$ cat src/rtl/lsu_dcache_ctrl.sv
// Memory-stage load/store controller: runs one data-cache transaction per execute-stage
// request, handling store lane masking, load lane extraction/extension and misalignment.
module lsu_dcache_ctrl #(
  parameter int DATA_WIDTH = 32,
  parameter int ADDR_WIDTH = 32
) (
  input  logic                  clk,
  input  logic                  rst_n,
  input  logic                  EX_LdStFlag,
  input  logic [ADDR_WIDTH-1:0] EX_AluData,
  input  logic [DATA_WIDTH-1:0] EX_StData,
  input  logic [2:0]            EX_LdType,
  input  logic [1:0]            EX_StType,
  output logic                  Dcache_Req,
  output logic                  Dcache_We,
  output logic [ADDR_WIDTH-1:0] Dcache_Addr,
  output logic [DATA_WIDTH-1:0] Dcache_WrData,
  output logic [3:0]            Dcache_WrMask,
  input  logic [DATA_WIDTH-1:0] Dcache_RdData,
  input  logic                  Dcache_Ack,
  output logic                  Mem_DcacheEN,
  output logic [DATA_WIDTH-1:0] Mem_LdData,
  output logic                  Mem_Stall,
  output logic                  Mem_MisalignExc
);

  localparam logic [2:0] LD_NONE = 3'd0;
  localparam logic [2:0] LD_LW   = 3'd1;
  localparam logic [2:0] LD_LH   = 3'd2;
  localparam logic [2:0] LD_LB   = 3'd3;
  localparam logic [2:0] LD_LHU  = 3'd4;
  localparam logic [2:0] LD_LBU  = 3'd5;

  localparam logic [1:0] ST_NONE = 2'd0;
  localparam logic [1:0] ST_SW   = 2'd1;
  localparam logic [1:0] ST_SH   = 2'd2;
  localparam logic [1:0] ST_SB   = 2'd3;

  typedef enum logic [1:0] {
    S_IDLE = 2'd0,
    S_REQ  = 2'd1,
    S_DONE = 2'd2
  } state_t;

  state_t      state;
  logic [2:0]  ld_lat;
  logic [1:0]  off_lat;

  logic        is_load;
  logic        ld_ok;
  logic        is_store;
  logic        misalign;
  logic        goes_req;
  logic [1:0]  st_eff;
  logic [1:0]  off_in;

  function automatic logic [3:0] store_mask(input logic [1:0] st, input logic [1:0] off);
    case (st)
      ST_SW:   return 4'b1111;
      ST_SH:   return 4'b0011 << {off[1], 1'b0};
      ST_SB:   return 4'b0001 << off;
      default: return 4'b0000;
    endcase
  endfunction

  function automatic logic [DATA_WIDTH-1:0] store_data(input logic [1:0] st,
                                                       input logic [DATA_WIDTH-1:0] d);
    case (st)
      ST_SW:   return d;
      ST_SH:   return {(DATA_WIDTH/16){d[15:0]}};
      ST_SB:   return {(DATA_WIDTH/8){d[7:0]}};
      default: return '0;
    endcase
  endfunction

  function automatic logic [DATA_WIDTH-1:0] load_extend(input logic [2:0] ld,
                                                        input logic [1:0] off,
                                                        input logic [DATA_WIDTH-1:0] rd);
    logic [DATA_WIDTH-1:0] sh;
    logic signed [7:0]     b;
    logic signed [15:0]    h;
    sh = rd >> {off, 3'b000};
    b  = sh[7:0];
    h  = sh[15:0];
    case (ld)
      LD_LB:   return {{(DATA_WIDTH-8){b[7]}}, b};
      LD_LH:   return {{(DATA_WIDTH-16){h[15]}}, h};
      LD_LBU:  return {{(DATA_WIDTH-8){1'b0}}, sh[7:0]};
      LD_LHU:  return {{(DATA_WIDTH-16){1'b0}}, sh[15:0]};
      default: return sh;
    endcase
  endfunction

  // Request decode: a load type wins over a simultaneous store type
  always_comb begin
    off_in   = EX_AluData[1:0];
    is_load  = (EX_LdType != LD_NONE);
    ld_ok    = (EX_LdType >= LD_LW) && (EX_LdType <= LD_LBU);
    is_store = !is_load && (EX_StType != ST_NONE);
    st_eff   = is_store ? EX_StType : ST_NONE;
    misalign = 1'b0;
    if (is_load) begin
      if (EX_LdType == LD_LW)
        misalign = (off_in != 2'b00);
      else if (EX_LdType == LD_LH || EX_LdType == LD_LHU)
        misalign = off_in[0];
    end else if (is_store) begin
      if (EX_StType == ST_SW)
        misalign = (off_in != 2'b00);
      else if (EX_StType == ST_SH)
        misalign = off_in[0];
    end
    goes_req = (ld_ok || is_store) && !misalign;
  end

  assign Mem_Stall = ((state == S_IDLE) && EX_LdStFlag) || (state == S_REQ);

  always_ff @(posedge clk or negedge rst_n) begin
    if (!rst_n) begin
      state           <= S_IDLE;
      ld_lat          <= LD_NONE;
      off_lat         <= 2'b00;
      Dcache_Req      <= 1'b0;
      Dcache_We       <= 1'b0;
      Dcache_Addr     <= '0;
      Dcache_WrData   <= '0;
      Dcache_WrMask   <= 4'b0000;
      Mem_DcacheEN    <= 1'b0;
      Mem_MisalignExc <= 1'b0;
      Mem_LdData      <= '0;
    end else begin
      Mem_DcacheEN    <= 1'b0;
      Mem_MisalignExc <= 1'b0;
      case (state)
        // Accept: latch the access and decide whether a cache request is needed
        S_IDLE: begin
          if (EX_LdStFlag) begin
            ld_lat  <= ld_ok ? EX_LdType : LD_NONE;
            off_lat <= off_in;
            if (misalign) begin
              state           <= S_DONE;
              Mem_DcacheEN    <= 1'b1;
              Mem_MisalignExc <= 1'b1;
            end else if (goes_req) begin
              state         <= S_REQ;
              Dcache_Req    <= 1'b1;
              Dcache_We     <= is_store;
              Dcache_Addr   <= {EX_AluData[ADDR_WIDTH-1:2], 2'b00};
              Dcache_WrData <= store_data(st_eff, EX_StData);
              Dcache_WrMask <= store_mask(st_eff, off_in);
            end else begin
              state        <= S_DONE;
              Mem_DcacheEN <= 1'b1;
            end
          end
        end
        // Request held stable until the cache acknowledges
        S_REQ: begin
          if (Dcache_Ack) begin
            Dcache_Req   <= 1'b0;
            Dcache_We    <= 1'b0;
            Mem_DcacheEN <= 1'b1;
            state        <= S_DONE;
            if (ld_lat != LD_NONE)
              Mem_LdData <= load_extend(ld_lat, off_lat, Dcache_RdData);
          end
        end
        S_DONE:  state <= S_IDLE;
        default: state <= S_IDLE;
      endcase
    end
  end

endmodule

$ cat config.mk
export PLATFORM = sky130hd
export DESIGN_NAME = lsu_dcache_ctrl
export DESIGN_NICKNAME = d
export VERILOG_FILES = /design/src/rtl/lsu_dcache_ctrl.sv
export SDC_FILE = /design/constraint.sdc
export NUM_CORES = 1
export LEC_CHECK = 0
export ABC_AREA = 1
export CORE_MARGIN = 2
export CORE_UTILIZATION = 49
export CTS_BUF_LIST = sky130_fd_sc_hd__clkbuf_4
export DETAILED_ROUTE_END_ITERATION = 10
export HOLD_SLACK_MARGIN = 0.12
export PLACE_DENSITY = 0.89
export SKIP_CTS_REPAIR_TIMING = 1
export SYNTH_ARGS = -nofsm -noshare
export SYNTH_HDL_FRONTEND = slang
export SYNTH_SLANG_ARGS = --single-unit
$ cat constraint.sdc
create_clock -name clk -period 4 [get_ports clk]
set_input_delay 0.8 -clock clk [delete_from_list [all_inputs] [get_ports clk]]
set_output_delay 0.8 -clock clk [all_outputs]
set_load 0.02 [all_outputs]
==> key figures <==
Clock network
  – H-Tree Depth: 3
  – Root buf cell: clkbuf_4
  – Clock insertion delay at the later pin of the skew report: 0.47 ns
  – Clock Pin Slew Worst Setup and Hold Paths: 0.18 ns
  – CTS tree: built
  – Clk buf depth: 2
  – Clk sinks: 109
  – CTS Buf Count: 9

Timing
  – Min Hold Slack: 0.425 ns
  – Minimum clock period: 3.11 ns
  – Rel. slew slack: 42.3%
  – Fin Clk Skew: 0.0199 ns
  – Slew Viols, Final: 0
  – Crit share post-route: 77.8%
  – Actual slew at the worst max-slew pin: 0.866 ns
  – Max Freq: 0.322 GHz
  – Fin Setup TNS: 0 ns
  – Hold Vio Cnt, Final: 0
  – Final setup vio count: 0
  – Unrepaired setup endpoints after global routing: no

Die
  – Die width: 109 um
  – Core Region: 10800 um^2
  – IO Count: 210
  – Die Ht: 109 um
  – Placement Rows: 38
  – Starting density of the core: 49.8%
  – Die Area: 11800 um^2

Synth
  – Synth Area per Inst: 7.47 um^2
  – Adder-cell area share of the yosys netlist: 0%
  – Post-synth cell types: 24
  – Largest family of logic cells by synthesized area: simple AND/OR/NAND/NOR gates
  – Synth Instances: 719
  – Synthesized area: 5370 um^2
  – Synth Area in Simple Gates: 34.5%
  – Post-synthesis xor/xnor area fraction: 0%
  – Seq/Total Area, Yosys: 50.8%
  – Compound-Gate Fraction of Synth Area: 6.43%
  – Ys Warns: 0
  – Post-synthesis mux area share: 1.30%
  – #FFs+latches synth: 109

Final layout
  – Most common cell after layout, fill and taps aside: nand2_1
  – Area grow syn2layout: 42.5%
  – Layout cells sized above 1: 5.25%
  – Post-layout nets: 1014
  – Layout Utilization: 70.9%
  – Most frequent cells in the layout: 316 x nand2_1, 206 x clkdlybuf4s50_1, 109 x dfrtp_1
  – Fin area: 7660 um^2
  – Finished Layout Cells: 1055

GRT
  – Vias in the first global route: 5131
  – Largest net degree at the start of global routing: 70
  – Grt total ovfl: 0
  – Initial antenna violation count: 1
  – Global-route wire length before repair: 24600 um
  – Total Routing Usage GR: 27.0%

Drt
  – DRC: 0
  – Detailed router's first-iteration violation count: 348
  – Via count: 5425
  – Total Wirelength: 15600 um
  – DRT Pass-1 Iters: 5
  – Vias per inst: 5.14
  – Antenna viol nets, final: 0
  – WL/cell: 14.8 um

Worst setup path
  – Startpoint types: input port
  – CP Capture Type: output port
  – Slowest CP cell: clkdlybuf4s50_1
  – Critical path data arrival time: 2.31 ns
  – Crit-path max FO: 12
  – Worst EP required: 3.20 ns
  – Setup CP Type: input port to output port
  – Crit-path max cell delay: 0.61 ns
  – CP Cell Sequence: clkdlybuf4s50_1, nand2_1, nand2_1, clkdlybuf4s50_1

Placement
  – DP Cell Count: 1038
  – HPWL Detailed: 11400 um
  – Port bufs: 207
  – Routability-driven placement congestion ratio: 0.878
  – Placed cell area: 7500 um^2

Min path
  – Hold Path Class: input port to asynchronous set/reset pin

Power and ir drop
  – Sw Share: 40.6%
  – Power Density: 578 nW/um^2
  – Leakage power: 3.79 nW
  – Max VDD drop: 467 uV
  – Internal Dissipation: 0.00263 W
  – Register share of total power: 38.0%
  – P_sw: 0.00180 W
  – Clock power frac: 13.7%
  – Comb pwr share: 48.4%

Job
  – MaxCap Viol Count: 0

Run status
  – Outcome: completed
-- power groups by stage --
stage / registers, W / clock network (W) / logic [W]
3_5_place_dp: 0.00170 / 0 / 0.00215
5_1_grt: 0.00172 / 0.000662 / 0.00234
4_1_cts: 0.00168 / 0.000618 / 0.00216
2_1_floorplan: 0.00209 / 0 / 0.000732
6_report: 0.00168 / 0.000604 / 0.00214
3_3_place_gp: 0.00169 / 0 / 0.00211
-- routing by layer --
layer  global-route usage (%)  vias up  part of all wire (%)
li1                         -     2639                     -
met1                     33.2     2492                    39
met2                     43.8      263                    48
met3                     8.25       31                    10
met4                     12.5        0                   3.0
met5                        0        -                     0
-- synthesized netlist by cell type --
| cell type | count | share of area (%) |
|---|---|---|
| o21ai_1 | 3 | 0.28 |
| a31oi_1 | 8 | 0.93 |
| or2_2 | 8 | 0.93 |
| conb_1 | 1 | 0.070 |
| o21ai_0 | 37 | 3.4 |
| mux2i_1 | 7 | 1.3 |
| buf_6 | 3 | 0.63 |
| buf_4 | 8 | 1.1 |
| dfrtp_1 | 109 | 51 |
| nor2_4 | 1 | 0.21 |
| clkbuf_1 | 9 | 0.63 |
| a21oi_1 | 16 | 1.5 |
| nand2_1 | 316 | 22 |
| clkinv_1 | 2 | 0.14 |
| buf_2 | 16 | 1.5 |
| nand3_1 | 77 | 7.2 |
| clkbuf_2 | 1 | 0.093 |
| inv_2 | 6 | 0.42 |
| nor2_2 | 4 | 0.47 |
| nor2_1 | 47 | 3.3 |
| o211ai_1 | 1 | 0.14 |
| o31ai_1 | 1 | 0.14 |
| nand2_2 | 3 | 0.35 |
| inv_1 | 35 | 2.4 |
-- final timing paths --
kind                       slack, ns              from  cells past startpoint           endpoint
hold reg to reg                 0.49  Dcache_WrMask[0]                      2   Dcache_WrMask[0]
max in group asynchronous       2.72             rst_n                      2  Dcache_WrData[14]
min in group clk                0.49  Dcache_WrMask[0]                      2   Dcache_WrMask[0]
hold / removal                  0.43             rst_n                      1   Dcache_WrData[4]
setup / recovery                0.89       EX_LdStFlag                      4          Mem_Stall
setup reg to reg                1.45        off_lat[1]                      5     Mem_LdData[24]
-- layout make-up --
cell class / count / area (um^2)
Inverter: 43 / 161
Clock inverter: 7 / 88.8
Timing Repair Buffer: 215 / 2140
Sequential cell: 109 / 2730
Clock buffer: 9 / 67.6
Tap cell: 140 / 175
Multi-Input combinational cell: 531 / 2290
Fill cell: 890 / 3140
Antenna cell: 1 / 2.50
-- stage by stage --
step           total power [W]  setup WS (ns)
2_1_floorplan          0.00282           1.83
3_3_place_gp           0.00380          0.895
3_5_place_dp           0.00385          0.900
4_1_cts                0.00446          0.886
5_1_grt                0.00472          0.795
6_report               0.00443          0.890
-- kinds of logic (layout without fill, tap and decap cells) --
| family | Yosys count | after routing |
|---|---|---|
| AO/OA/AOI/OAI | 66 | 66 |
| buffers and inverters | 80 | 274 |
| flip-flops | 109 | 109 |
| multiplexers | 7 | 7 |
| other | 1 | 3 |
| AND/OR/NAND/NOR | 456 | 456 |
-- registers in the layout, summed over array words and instances, names as in the netlist --
name             flops
Dcache_WrMask        4
Dcache_We            1
Mem_LdData          32
Mem_MisalignExc      1
Dcache_WrData       32
Dcache_Addr         30
state                2
ld_lat               3
Mem_DcacheEN         1
off_lat              2
Dcache_Req           1
-- critical path, delay by kind of cell --
kind	cells	cell delay [ns]
simple gates	2	0.42
buf+inv	2	1.08
No activity file was read; power rests on OpenSTA's default activity.
